`config.mk`:
```
export PLATFORM = sky130hd
export DESIGN_NAME = branch_predictor_btb
export DESIGN_NICKNAME = d
export VERILOG_FILES = /design/src/rtl/branch_predictor_btb.sv
export SDC_FILE = /design/constraint.sdc
export NUM_CORES = 1
export LEC_CHECK = 0
export CORE_AREA = 2 2 262 264
export DETAILED_ROUTE_END_ITERATION = 10
export DIE_AREA = 0 0 264 266
export PLACE_DENSITY = 0.46
export SLEW_MARGIN = 20
export SYNTH_ARGS = -nofsm -noshare
export SYNTH_HDL_FRONTEND = slang
export SYNTH_SLANG_ARGS = --single-unit
```
`constraint.sdc`:
```
create_clock -name clk -period 15.4 [get_ports clk]
set_clock_uncertainty 0.1 [all_clocks]
set_input_delay 4.62 -clock clk [delete_from_list [all_inputs] [get_ports clk]]
set_output_delay 4.62 -clock clk [all_outputs]
set_load 0.01 [all_outputs]
```
`src/rtl/branch_predictor_btb.sv`:
```
// Direct-mapped BTB with saturating direction counters, mispredict detection and perf counters.
// Latency: lookup and mispredict are combinational (0 cycles); table/counter updates land on the next rising edge.
// Backpressure: none; fetch holds PCF while stalled and every UpdateE pulse is absorbed in one cycle.
module branch_predictor_btb #(
    parameter int PC_W    = 10,
    parameter int ENTRIES = 16,
    parameter int CNT_W   = 2,
    parameter int PERF_W  = 32
) (
    input  logic              clk,
    input  logic              Reset,
    input  logic [PC_W-1:0]   PCF,
    output logic              PredTakenF,
    output logic [PC_W-1:0]   PredTargetF,
    input  logic              UpdateE,
    input  logic [PC_W-1:0]   PCE,
    input  logic              TakenE,
    input  logic [PC_W-1:0]   TargetE,
    input  logic              PredTakenE,
    input  logic [PC_W-1:0]   PredTargetE,
    output logic              MispredictE,
    output logic [PC_W-1:0]   RedirectPCE,
    output logic [PERF_W-1:0] BranchCount,
    output logic [PERF_W-1:0] MispredictCount
);

    localparam int IDX_W = $clog2(ENTRIES);
    localparam int TAG_W = PC_W - IDX_W - 2;

    localparam logic [CNT_W-1:0] CTR_MAX = '1;
    localparam logic [CNT_W-1:0] CTR_WT  = CNT_W'(1) << (CNT_W - 1);
    localparam logic [CNT_W-1:0] CTR_WNT = CTR_WT - CNT_W'(1);

    typedef struct packed {
        logic             valid;
        logic [TAG_W-1:0] tag;
        logic [PC_W-1:0]  target;
        logic [CNT_W-1:0] ctr;
    } entry_t;

    entry_t table_q [ENTRIES];

    logic [IDX_W-1:0] f_idx;
    logic [TAG_W-1:0] f_tag;
    logic             f_hit;
    logic [IDX_W-1:0] e_idx;
    logic [TAG_W-1:0] e_tag;
    logic             e_hit;
    logic             unused_lsbs;

    // Instructions are word aligned, so the byte-offset bits never select anything.
    assign unused_lsbs = ^{PCF[1:0], PCE[1:0]};

    assign f_idx = PCF[IDX_W+1:2];
    assign f_tag = PCF[PC_W-1:IDX_W+2];
    assign f_hit = table_q[f_idx].valid && (table_q[f_idx].tag == f_tag);

    // Gated by Reset so fetch never sees stale or uninitialised entries while the table is being cleared.
    assign PredTakenF  = f_hit && table_q[f_idx].ctr[CNT_W-1] && !Reset;
    assign PredTargetF = PredTakenF ? table_q[f_idx].target : PCF + PC_W'(4);

    assign MispredictE = UpdateE &&
                         ((TakenE != PredTakenE) || (TakenE && (TargetE != PredTargetE)));
    assign RedirectPCE = !UpdateE ? '0 : (TakenE ? TargetE : PCE + PC_W'(4));

    assign e_idx = PCE[IDX_W+1:2];
    assign e_tag = PCE[PC_W-1:IDX_W+2];
    assign e_hit = table_q[e_idx].valid && (table_q[e_idx].tag == e_tag);

    always_ff @(posedge clk) begin
        if (Reset) begin
            for (int i = 0; i < ENTRIES; i++) begin
                table_q[i].valid  <= 1'b0;
                table_q[i].tag    <= '0;
                table_q[i].target <= '0;
                table_q[i].ctr    <= CTR_WNT;
            end
        end else if (UpdateE) begin
            if (e_hit) begin
                if (TakenE) begin
                    table_q[e_idx].target <= TargetE;
                    if (table_q[e_idx].ctr != CTR_MAX)
                        table_q[e_idx].ctr <= table_q[e_idx].ctr + CNT_W'(1);
                end else if (table_q[e_idx].ctr != '0) begin
                    table_q[e_idx].ctr <= table_q[e_idx].ctr - CNT_W'(1);
                end
            end else if (TakenE) begin
                // A taken miss evicts whatever aliases onto this slot.
                table_q[e_idx].valid  <= 1'b1;
                table_q[e_idx].tag    <= e_tag;
                table_q[e_idx].target <= TargetE;
                table_q[e_idx].ctr    <= CTR_WT;
            end
        end
    end

    always_ff @(posedge clk) begin
        if (Reset) begin
            BranchCount     <= '0;
            MispredictCount <= '0;
        end else begin
            if (UpdateE && (BranchCount != '1))
                BranchCount <= BranchCount + PERF_W'(1);
            if (MispredictE && (MispredictCount != '1))
                MispredictCount <= MispredictCount + PERF_W'(1);
        end
    end

endmodule

```
After elaboration in Yosys (flattened, before gate mapping)
Memories as Yosys holds them, arrays and structs flattened.
Cells that the tools add are included.
{"block": "word_totals", "reg_bits": 64, "n_memories": 1, "ram_bits": 272}
{"name": "table_q", "depth": 16, "word_bits": 17, "rd": 2, "rd_clocked_by_memory_dff": 0, "wr": 16, "line_no": "41", "rtl": "entry_t table_q [ENTRIES];"}
{"block": "classes", "n_eq_ne": 7, "reduce_logical": 12, "bitwise": 3, "muxes": 32, "add_sub_neg": 6}
{"cell": "$add A32 B1 Y32 const B", "count": 2}
{"cell": "$ne A32 B32 Y1 const B", "count": 2}
{"cell": "$mux W10", "count": 4}
{"cell": "$mux W1", "count": 23}
{"cell": "$add A10 B3 Y10 const B", "count": 2}
{"cell": "$mux W17", "count": 1}
{"cell": "$reduce_or A17 Y1", "count": 1}
{"cell": "$ne A10 B10 Y1", "count": 1}
{"cell": "$eq A4 B4 Y1", "count": 2}
{"cell": "$logic_and A1 B1 Y1", "count": 8}
{"cell": "$mux W2", "count": 2}
{"cell": "$mux W4", "count": 1}
{"cell": "$mux W3", "count": 1}
{"cell": "$or A1 B1 Y1", "count": 3}
{"cell": "$add A2 B1 Y2 const B", "count": 1}
{"cell": "$ne A2 B2 Y1 const B", "count": 1}
{"cell": "$reduce_bool A2 Y1", "count": 1}
{"cell": "$sub A2 B1 Y2 const B", "count": 1}
{"cell": "$logic_not A1 Y1", "count": 1}
{"cell": "$logic_or A1 B1 Y1", "count": 1}
{"cell": "$ne A1 B1 Y1", "count": 1}

Longest topological paths before layout
Gate-level depths: netlist (run 1).
An unclocked memory read counts as a cell.
{"block": "logic_depth", "ltp_word": 12, "depth_mapped": 12, "mapped_depth_nobuf": 8}

Worst setup path after synthesis (run 1)
OpenSTA, ideal clock, no wires.
{"block": "synth_path", "kind": "input to output", "startpoint": "in PCF[3]", "endpoint": "out PredTargetF[0]", "path_slack_ps": 3672, "stages": 7, "required_ps": 10680, "path_buffers": 4, "arrival_time_ps": 7008, "cell_sequence": "clkbuf_1 > clkbuf_1 > clkbuf_1 > clkbuf_1 > mux4_2 > mux4_2 > mux2_2"}
{"block": "synth_between", "elab_chain_len": 6}
{"item": "from (decl)", "line_no": "12", "rtl": "input logic [PC_W-1:0] PCF,"}
{"item": "$mem_v2 Z16 W17 (*)"}
{"item": "$eq A4 B4 Y1", "line_no": "56", "rtl": "assign f_hit = table_q[f_idx].valid && (table_q[f_idx].tag == f_tag);"}
{"item": "$logic_and A1 B1 Y1", "line_no": "56"}
{"item": "$logic_and A1 B1 Y1 (2 in a row)", "line_no": "59", "rtl": "assign PredTakenF = f_hit && table_q[f_idx].ctr[CNT_W-1] && !Reset;"}
{"item": "$mux W10 (*)", "line_no": "60", "rtl": "assign PredTargetF = PredTakenF ? table_q[f_idx].target : PCF + PC_W'(4);"}
{"item": "to (decl)", "line_no": "14", "rtl": "output logic [PC_W-1:0] PredTargetF,"}
Mark *: on every way between the ends. The rest lies on a longest branch, timed or not.

Worst setup path in the final report (run 1)
{"block": "layout_path", "startpoint": "in PCF[2]", "endpoint": "out PredTargetF[3]"}
{"block": "layout_between", "elab_chain_len": 6, "word_cells_on_any_way": 7, "cone_classes": "1 x add/sub; 1 x eq/ne; 1 x mux; 3 x reduce/logical; 1 x memory"}
{"item": "$mem_v2 Z16 W17"}
{"item": "$eq A4 B4 Y1", "line_no": "56"}
{"item": "$logic_and A1 B1 Y1", "line_no": "56"}
{"item": "$logic_and A1 B1 Y1 (2 in a row)", "line_no": "59"}
{"item": "$mux W10 (*)", "line_no": "60"}
Marks and branches as above.

==> results.md, run 1 <==
- Status: completed
- Grt total ovfl: 0
- Gpl congestion: 0.796
- Drt first pass iters: 8
- Reg clk slew, reported paths: 0.05 ns
- Ant. Diodes: 0
- Post-synth top flop: edfxtp_1
- Largest net degree at the start of global routing: 89
- Core Area: 67700 µm²
- CP top delay family: multiplexers
- Vias in the first global route: 12300
- Crit-path max cell delay: 0.70 ns
- Mapped Cells: 1430
- Worst-margin pin slew: 1.09 ns
- Clock sinks: 336
- Max-cap violations: 0
- Final setup TNS: 0 ns
- Share of layout cells above drive strength 1: 0.155
- Fin crit share: 0.841
- PwrDens: 105 nW/µm²
- Layout filler cell count: 6832
- Syn Area/Cell: 12.1 µm²
- Crit path max fanout: 33
- Latest clock arrival within the worst-skew pair: 0.56 ns
- Hold Path Depth: 2
- Crit. path cell count: 8
- HPWL after detailed placement: 37.3 mm
- Setup Buffers After CTS: 0
- CTS Root Cell: clkbuf_16
- CP max stage cell: nand4_1
- Hold path startpoint: BranchCount[31]$_SDFFE_PP0P_
- Register area: 9290 µm²
- CP Data Required Time: 10.68 ns
- Place WS: 2.38 ns
- Post-synth EDFFs: 256
- Synthesis Warnings: 0
- Resized Gates After CTS: 0
- Critical path class: input pin to output pin
- Critical R2R Launch: table_q[6][12]$_DFFE_PP_
- Post-CTS Hold Buffers: 0
- Synth-to-layout area growth: 20.3%
- Number of port buffers: 130
- Crit-path cells: buf_4 > mux4_2 > mux4_2 > xor2_1 > nor3_1 > nand4_1 > mux2_2 > clkdlybuf4s50_1
- Final setup vio count: 0
- CTS tree: done
- Placed Instances: 2356
- WP buf/inv: 2
- Core Util, Final: 0.308
- Tot GR Track Use: 0.154
- Multi-input gate area: 7480 µm²
- Initial antenna violation count: 1
- Syn_nets: 1482
- Worst Hold Class: flip-flop to flip-flop
- Iter 0 DRT Violations: 828
- Worst r2r path cells: 8
- Num CTS Buffers: 40
- Die height: 266 µm
- Ports: 131
- CP endpoint kind: output pin
- Lkg Pwr: 7.41 nW
- Critical Path AT: 8.23 ns
- Final Hold Fails: 0
- Initial Utilization: 0.256
- Setup slack after layout: 2.45 ns
- Slew HR: 0.268
- Cell Area, Synth: 17400 µm²
- Total wire length: 54.3 mm
- Max clock buf depth: 3
- VDD IR max: 0.0000602 V
- Die area: 70200 µm²
- Setup slack, reg-to-reg: 11.70 ns
- Hold WS: 0.404 ns
- Max-slew violations: 0
- RR Endpoint: table_q[11][12]$_DFFE_PP_
- Yosys reg bits: 336
- Asr flop ratio synth: 0
- Fin crit period: 12.95 ns
- Hold EP: BranchCount[31]$_SDFFE_PP0P_
- Post-route DRC: 0
- Avg WL per Cell: 22.3 µm
- First-pass GRT wire length: 82.0 mm
- Nets: 1568
- FP Rows: 96
- Critical path startpoint category: input pin
- ANT nets after route: 0
- Fmax: 77.2 MHz
- Non-Filler Instances: 2428
- Seq/Total Area, Yosys: 0.535
- CTS HTree Levels: 2
- Vias per cell: 4.94
- RSZ-0062 raised after global routing: false
- Vias post-DR: 12000
- Most Frequent Cell on Critical Path: mux4_2
- Synth cell types: 55
- DIE WIDTH: 264 µm
[flip-flops by register name, indices dropped and copies added (netlist names)]
register         flops
table_q            272
BranchCount         32
MispredictCount     32
[where the power goes]
| group | switching (mW) | internal, mW |
|---|---|---|
| Clock | 0.395 | 0.552 |
| Sequential | 0.0187 | 1.01 |
| Combinational | 0.117 | 0.0901 |
| Total | 0.531 | 1.66 |
[how the worst max path moves through the flow]
stage                      to   start
2_1_floorplan  PredTargetF[0]  PCF[3]
3_3_place_gp   PredTargetF[5]  PCF[3]
3_5_place_dp   PredTargetF[4]  PCF[2]
4_1_cts        PredTargetF[3]  PCF[2]
5_1_grt        PredTargetF[7]  PCF[2]
6_report       PredTargetF[3]  PCF[2]
[Yosys cell counts (9+ instances only)]
master / count / area (µm²)
mux4_2: 94 / 2120
a22o_1: 19 / 166
o2bb2ai_1: 16 / 140
clkbuf_1: 113 / 424
nand3_1: 59 / 295
dfxtp_1: 80 / 1600
nor2_1: 73 / 274
xnor2_1: 35 / 307
a31o_1: 10 / 87.6
nor3_1: 24 / 120
buf_2: 14 / 70.1
or3_1: 21 / 131
o21ai_0: 60 / 300
inv_1: 13 / 48.8
a21o_1: 16 / 120
and2_1: 128 / 801
xor2_1: 39 / 342
nand2_1: 71 / 267
mux2_2: 13 / 146
nor2b_1: 9 / 56.3
edfxtp_1: 256 / 7690
and3_1: 132 / 826
mux2i_1: 18 / 180
nand4_1: 21 / 131
a21oi_1: 22 / 110
[area by class of cell]
class,count,area share
tap,882,0.0528
sequential,336,0.445
clock buffer,49,0.0500
clock inverter,23,0.0116
multi-input combinational,942,0.358
inverter,13,0.00234
timing repair buffer,183,0.0802
[layer usage]
| metal | up-vias | share of wire | GRT usage |
|---|---|---|---|
| met5 | - | 0 | 0 |
| li1 | 5533 | - | - |
| met3 | 57 | 0.049 | 0.0277 |
| met2 | 317 | 0.48 | 0.255 |
| met4 | 0 | 0.020 | 0.0435 |
| met1 | 6096 | 0.45 | 0.206 |
[layout by cell type (no fill, tap or decap), types with 9 or more instances in the layout]
| cell type | count |
|---|---|
| or3_1 | 21 |
| dfxtp_1 | 80 |
| mux2i_1 | 18 |
| a31o_1 | 10 |
| edfxtp_1 | 256 |
| xor2_1 | 39 |
| mux4_2 | 94 |
| a21o_1 | 16 |
| and2_1 | 127 |
| mux2_2 | 13 |
| nand2_1 | 70 |
| nor3_1 | 24 |
| nand3_1 | 59 |
| nor2b_1 | 9 |
| a22o_1 | 19 |
| nor2_1 | 70 |
| buf_4 | 55 |
| a21oi_1 | 22 |
| inv_1 | 13 |
| o21ai_0 | 56 |
| xnor2_1 | 35 |
| clkdlybuf4s50_1 | 124 |
| nand4_1 | 21 |
| o2bb2ai_1 | 16 |
| clkbuf_16 | 40 |
| and3_1 | 132 |
[through the flow]
step                power (mW)  cell area [µm²]
detailed placement        1.26            19600
finish                    2.19            20900
CTS                       2.21            20900
floorplan                 1.17            17400
global route              2.26            20900
global placement          1.26            19600
[kinds of logic after synthesis]
kind of cell             synth area share
multiplexers                        0.141
adder cells (fa/ha/maj)           0.00504
XOR/XNOR                           0.0373
AND/OR/NAND/NOR                     0.179
AO/OA/AOI/OAI                      0.0674
flip-flops                          0.535
buffers and inverters              0.0356
[worst reg2reg max path, cell delays in order (launching register included)]
cell and delay, ns:
edfxtp_1 0.47, mux4_2 0.48, mux2i_1 0.17, xor2_1 0.09, and4b_1 0.29, or2_2 0.33, nand2_2 0.44, buf_4 0.70
a21o_1 0.34
(Power assumes the default switching activity.)
==> run 2, diff against run 1 <==
--- a/config.mk
+++ b/config.mk
@@ -8,7 +8,7 @@
 export CORE_AREA = 2 2 262 264
 export DETAILED_ROUTE_END_ITERATION = 10
 export DIE_AREA = 0 0 264 266
-export PLACE_DENSITY = 0.46
+export PLACE_DENSITY = 0.47
 export SLEW_MARGIN = 20
 export SYNTH_ARGS = -nofsm -noshare
 export SYNTH_HDL_FRONTEND = slang
==> constraint.sdc (replaced) <==
create_clock -name clk -period 10.8 [get_ports clk]
set_clock_uncertainty 0.1 [all_clocks]
set_input_delay 3.24 -clock clk [delete_from_list [all_inputs] [get_ports clk]]
set_output_delay 3.24 -clock clk [all_outputs]
set_load 0.01 [all_outputs]
==> run 2 against run 1 <==
Compared with the run above: clock-buffer cell count is 1 higher; routed wire length increased by 6.3%; critical endpoint is now PredTargetF[4]; critical path depth fell by 1; core utilization increased by 0.31 points; cell area up 1.0%; setup slack worse by 1.5 ns; non-clock buffer count shrank 2; highest routed layer is now met5; largest cell class unchanged.
==> results.md, run 2 (synthesis results as in run 1) <==
- Fmax: 101 MHz
- Switching share of total power: 0.239 (-0.00419)
- Fin crit period: 9.88 ns
- Status: completed
- Avg WL per Cell: 23.7 µm (+6.2%)
- Reg clk slew, reported paths: 0.06 ns (about the same)
- Cell area after layout: 21100 µm² (+1.0%)
- Initial antenna violation count: 4 (+3)
- Drt first pass iters: 6 (-2)
- Largest regs: table_q: 272 flops, BranchCount: 32 flops, MispredictCount: 32 flops
- VDD IR max: 0.0000992 V (+65%)
- Nets: 1566 (-0.13%)
- Core Area: 67700 µm² (unchanged)
- Critical path startpoint category: input pin
- Post-CTS Hold Buffers: 0 (unchanged)
- Die area: 70200 µm² (unchanged)
- Synth-to-layout area growth: 21.5%
- CTS Root Cell: clkbuf_16
- Vias in the first global route: 12500 (+1.4%)
- HPWL after detailed placement: 38.8 mm (+3.9%)
- Final Hold Fails: 0 (unchanged)
- Commonest non-fill, non-tap cell in the layout: edfxtp_1
- Sequential share of power: 0.447 (-0.025)
- Total wire length: 57.7 mm (+6.3%)
- Setup Buffers After CTS: 0 (unchanged)
- PwrDens: 157 nW/µm² (+50%)
- Commonest non-fill, non-tap cells in the layout: edfxtp_1 (256), and3_1 (132), and2_1 (128)
- CP max stage cell: mux4_2
- Fin crit share: 0.915
- ANT nets after route: 0 (unchanged)
- Total power: 3.31 mW (+51%)
- Die height: 266 µm (unchanged)
- Vias post-DR: 12400 (+3.0%)
- GR Layer Usage met2: 0.259 (+0.00356)
- GRT met3 Usage: 0.0345 (+0.00675)
- Number of port buffers: 130 (unchanged)
- Resized Gates After CTS: 0 (unchanged)
- Crit-path cells: buf_4 > buf_4 > buf_4 > mux4_2 > mux4_2 > mux2_2 > clkdlybuf4s50_1
- CTS tree: done
- Tot GR Track Use: 0.164 (+0.00952)
- Non-Filler Instances: 2429 (+0.041%)
- Clock share of power: 0.464 (+0.031)
- First-pass GRT wire length: 85.3 mm (+4.0%)
- FP Rows: 96 (unchanged)
- Critical Path AT: 6.54 ns (-1.69 ns)
- Int Pwr: 2.52 mW (+52%)
- Top reg by flops: table_q
- Initial Utilization: 0.256 (unchanged)
- Net Sw Power: 0.790 mW (+49%)
- Critical path class: input pin to output pin
- Lkg Pwr: 7.54 nW (+1.8%)
- Ports: 131 (unchanged)
- Grt total ovfl: 0 (unchanged)
- CP Data Required Time: 7.46 ns (-3.22 ns)
- Placed instance area: 19600 µm² (about the same)
- Worst-margin pin slew: 1.09 ns (-0.00821 ns)
- DIE WIDTH: 264 µm (unchanged)
- Grt met1 use: 0.225 (+0.0185)
- Placed Instances: 2354 (-0.085%)
- Slew HR: 0.276 (+0.00766)
- Share of power burned in combinational logic: 0.090 (-0.005)
- Num CTS Buffers: 40 (unchanged)
- Crit-path max cell delay: 0.57 ns (-0.13 ns)
- Vias per cell: 5.09 (+2.9%)
- Max clock buf depth: 3 (unchanged)
- Max reg flops: 272 (unchanged)
- Max-cap violations: 0 (unchanged)
- CP endpoint kind: output pin
- Iter 0 DRT Violations: 1111 (+34%)
- RSZ-0062 raised after global routing: false
- Post-route DRC: 0 (unchanged)
- Share of layout cells above drive strength 1: 0.162 (+0.00712)
- Largest net degree at the start of global routing: 64 (-28%)
- Worst Hold Class: flip-flop to flip-flop
- Gpl congestion: 0.795 (about the same)
- Grt peak-use layer: met2
- Hold WS: 0.409 ns (+0.00433 ns)
- CTS HTree Levels: 2 (unchanged)
- Crit path max fanout: 31 (-6.1%)
- Most Frequent Cell on Critical Path: buf_4
- Clock sinks: 336 (unchanged)
- Latest clock arrival within the worst-skew pair: 0.60 ns (+0.04 ns)
- Final setup vio count: 0 (unchanged)
- Max-slew violations: 0 (unchanged)
- Final setup TNS: 0 ns (unchanged)
[run 2: changes by cell type in the layout (fill, tap and decap cells not counted), sizes merged]
cell,delta
bufinv,+5
clkinv,+1
clkinvlp,-5
clkbuf,+1
diode,+1
buf,-2
[run 2: layout make-up]
type / count / area [µm²]
Clock inverter: 24 / 398
Clock buffer: 50 / 1100
Multi-Input combinational cell: 942 / 7500
Tap cell: 882 / 1100
Inverter: 13 / 48.8
Sequential cell: 336 / 9290
Fill cell: 6862 / 46600
Timing Repair Buffer: 181 / 1660
Antenna cell: 1 / 2.50
[run 2: worst paths after layout]
check                               start                      endpoint  slack (ns)  cells past startpoint
max                                PCF[2]                PredTargetF[4]        0.92                      7
min          BranchCount[27]$_SDFFE_PP0P_  BranchCount[27]$_SDFFE_PP0P_        0.41                      2
max reg2reg      table_q[6][14]$_DFFE_PP_       table_q[5][1]$_DFFE_PP_        7.24                      7
min reg2reg  BranchCount[27]$_SDFFE_PP0P_  BranchCount[27]$_SDFFE_PP0P_        0.41                      2
[run 2: power by group through the flow]
stage | combinational (mW) | sequential [mW] | clock [mW]
final | 0.296 | 1.48 | 1.54
after detailed placement | 0.297 | 1.50 | 0
after global routing | 0.317 | 1.48 | 1.61
after global placement | 0.295 | 1.50 | 0
after CTS | 0.298 | 1.48 | 1.56
after floorplan | 0.183 | 1.48 | 0
[run 2: metrics by stage]
stage / util / setup slack, ns
6_report: 0.311 / 0.916
5_1_grt: 0.311 / 0.717
4_1_cts: 0.311 / 0.873
3_5_place_dp: 0.289 / 0.873
3_3_place_gp: 0.289 / 0.905
2_1_floorplan: - / 1.83
[run 2: worst max-delay path, delay by kind of cell]
family | cells | cell delay [ns]
mux | 3 | 1.41
buf+inv | 4 | 1.83
[run 2: metal layers]
metal	wire length [µm]	vias up
li1	-	5519
met1	25500	6241
met2	26100	496
met3	4470	99
met4	1630	4
met5	27	-
==> run 3, diff against run 2 <==
--- a/config.mk
+++ b/config.mk
@@ -5,10 +5,12 @@
 export SDC_FILE = /design/constraint.sdc
 export NUM_CORES = 1
 export LEC_CHECK = 0
+export CELL_PAD_IN_SITES_DETAIL_PLACEMENT = 1
+export CELL_PAD_IN_SITES_GLOBAL_PLACEMENT = 1
 export CORE_AREA = 2 2 262 264
 export DETAILED_ROUTE_END_ITERATION = 10
 export DIE_AREA = 0 0 264 266
-export PLACE_DENSITY = 0.47
+export PLACE_DENSITY = 0.54
 export SLEW_MARGIN = 20
 export SYNTH_ARGS = -nofsm -noshare
 export SYNTH_HDL_FRONTEND = slang
==> run 3 against run 2 <==
Compared with the run above: final cell count is 0.12% higher; critical path type unchanged; clock-buffer cell count is 2 lower; die area is the same; sequential cell count is the same; setup slack better by 0.14 ns; largest cell class unchanged; sequential power barely moved; total power decreased by 7.9%.
==> results.md, run 3 (synthesis results as in run 1) <==
- Die height: 266 µm (unchanged)
- Critical path startpoint category: input pin
- Max reg flops: 272 (unchanged)
- First-pass GRT wire length: 90.3 mm (+5.9%)
- Commonest non-fill, non-tap cell in the layout: edfxtp_1
- Fin crit period: 9.75 ns (-0.136 ns)
- CP max stage cell: buf_4
- Worst r2r path cells: 8 (+1)
- PwrDens: 146 nW/µm² (-6.7%)
- CTS tree: done
- CTS HTree Levels: 2 (unchanged)
- Hold WS: 0.412 ns (+0.00351 ns)
- Clock sinks: 336 (unchanged)
- RSZ-0062 raised after global routing: false
- Placed instance area: 19600 µm² (+0.24%)
- Latest clock arrival within the worst-skew pair: 0.57 ns (-0.03 ns)
- Cell area after layout: 20800 µm² (-1.3%)
- Post-CTS Hold Buffers: 0 (unchanged)
- Synth-to-layout area growth: 19.9%
- Critical path class: input pin to output pin
- Die area: 70200 µm² (unchanged)
- Core Area: 67700 µm² (unchanged)
- Avg WL per Cell: 25.0 µm (+5.4%)
- Max-cap violations: 0 (unchanged)
- Vias in the first global route: 13100 (+5.4%)
- Post-route DRC: 0 (unchanged)
- Initial Utilization: 0.256 (unchanged)
- Final setup vio count: 0 (unchanged)
- Resized Gates After CTS: 0 (unchanged)
- Vias per cell: 5.10 (+0.30%)
- Worst Hold Class: flip-flop to flip-flop
- Nets: 1575 (+0.57%)
- Crit path max fanout: 45 (+45%)
- Fin crit share: 0.903 (-0.0126)
- Largest net degree at the start of global routing: 64 (unchanged)
- Number of port buffers: 130 (unchanged)
- Layout filler cell count: 7416 (+8.1%)
- Commonest non-fill, non-tap cells in the layout: edfxtp_1 (256), and3_1 (132), and2_1 (128)
- Largest regs: table_q: 272 flops, BranchCount: 32 flops, MispredictCount: 32 flops
- Max-slew violations: 0 (unchanged)
- VDD IR max: 0.0000895 V (-9.8%)
- Share of layout cells above drive strength 1: 0.154 (-0.00796)
- HPWL after detailed placement: 41.1 mm (+6.0%)
- Total wire length: 60.8 mm (+5.5%)
- Setup Buffers After CTS: 0 (unchanged)
- CP Data Required Time: 7.46 ns (about the same)
- Max clock buf depth: 3 (unchanged)
- Iter 0 DRT Violations: 1019 (-8.3%)
- Top reg by flops: table_q
- Num CTS Buffers: 40 (unchanged)
- Non-Filler Instances: 2432 (+0.12%)
- Worst-margin pin slew: 0.979 ns (-0.107 ns)
- Final Hold Fails: 0 (unchanged)
- Crit-path max cell delay: 0.74 ns (+0.17 ns)
- Lkg Pwr: 7.41 nW (-1.7%)
- Grt total ovfl: 0 (unchanged)
- ANT nets after route: 0 (unchanged)
- Critical Path AT: 6.41 ns (-0.13 ns)
- Placed Instances: 2363 (+0.38%)
- DIE WIDTH: 264 µm (unchanged)
- Tot GR Track Use: 0.174 (+0.0101)
- Crit-path cells: buf_4 > buf_4 > mux4_2 > mux4_2 > mux2_2 > clkdlybuf4s50_1
- Initial antenna violation count: 1 (-3)
- FP Rows: 96 (unchanged)
- Fmax: 103 MHz (+1.4%)
- Drt first pass iters: 5 (-1)
- Vias post-DR: 12400 (+0.43%)
- Status: completed
- Reg clk slew, reported paths: 0.05 ns (about the same)
- Slew HR: 0.345 (+0.0694)
- Hold Path Depth: 2 (unchanged)
- CTS Root Cell: clkbuf_16
- CP endpoint kind: output pin
- Final setup TNS: 0 ns (unchanged)
- Gpl congestion: 0.783 (-1.5%)
- Ports: 131 (unchanged)
[run 3: worst paths after layout]
path / end / slack [ns] / startpoint
worst max-delay path: PredTargetF[8] / 1.05 / PCF[2]
worst min-delay path: MispredictCount[31]$_SDFFE_PP0P_ / 0.41 / MispredictCount[31]$_SDFFE_PP0P_
worst max register to register: table_q[10][15]$_DFFE_PP_ / 6.91 / table_q[10][12]$_DFFE_PP_
worst min register to register: MispredictCount[31]$_SDFFE_PP0P_ / 0.41 / MispredictCount[31]$_SDFFE_PP0P_
[run 3: metrics by stage]
stage / setup WS [ns] / power (mW) / util
floorplan: 1.83 / 1.67 / -
detailed placement: 1.00 / 1.80 / 0.290
global placement: 1.05 / 1.80 / 0.290
global route: 0.836 / 3.16 / 0.307
finish: 1.05 / 3.05 / 0.307
CTS: 0.999 / 3.09 / 0.307
[run 3: layer usage]
| metal | global-route usage | share of wire | vias to the layer above |
|---|---|---|---|
| li1 | - | - | 5529 |
| met1 | 0.222 | 0.43 | 6452 |
| met2 | 0.290 | 0.48 | 349 |
| met3 | 0.0457 | 0.068 | 82 |
| met4 | 0.0484 | 0.024 | 0 |
| met5 | 0 | 0 | - |
[run 3: power by group]
| group | internal, mW | total (mW) | switching, mW | leakage [nW] |
|---|---|---|---|---|
| registers | 1.45 | 1.48 | 0.0317 | 3.10 |
| logic | 0.129 | 0.299 | 0.170 | 3.73 |
| clock network | 0.714 | 1.27 | 0.557 | 0.583 |
[run 3: layout make-up]
cell class	count	area, µm²	share of cell area
sequential	336	9290	0.446
multi-input combinational	942	7470	0.359
timing repair buffer	190	1730	0.0830
tap	882	1100	0.0530
clock buffer	48	1050	0.0506
clock inverter	19	119	0.00571
inverter	13	48.8	0.00234
antenna	2	5.00	0.000240
[run 3: worst max-delay path, delay by kind of cell]
kind	cells	cell delay, ns
buffers and inverters	3	1.63
muxes	3	1.44
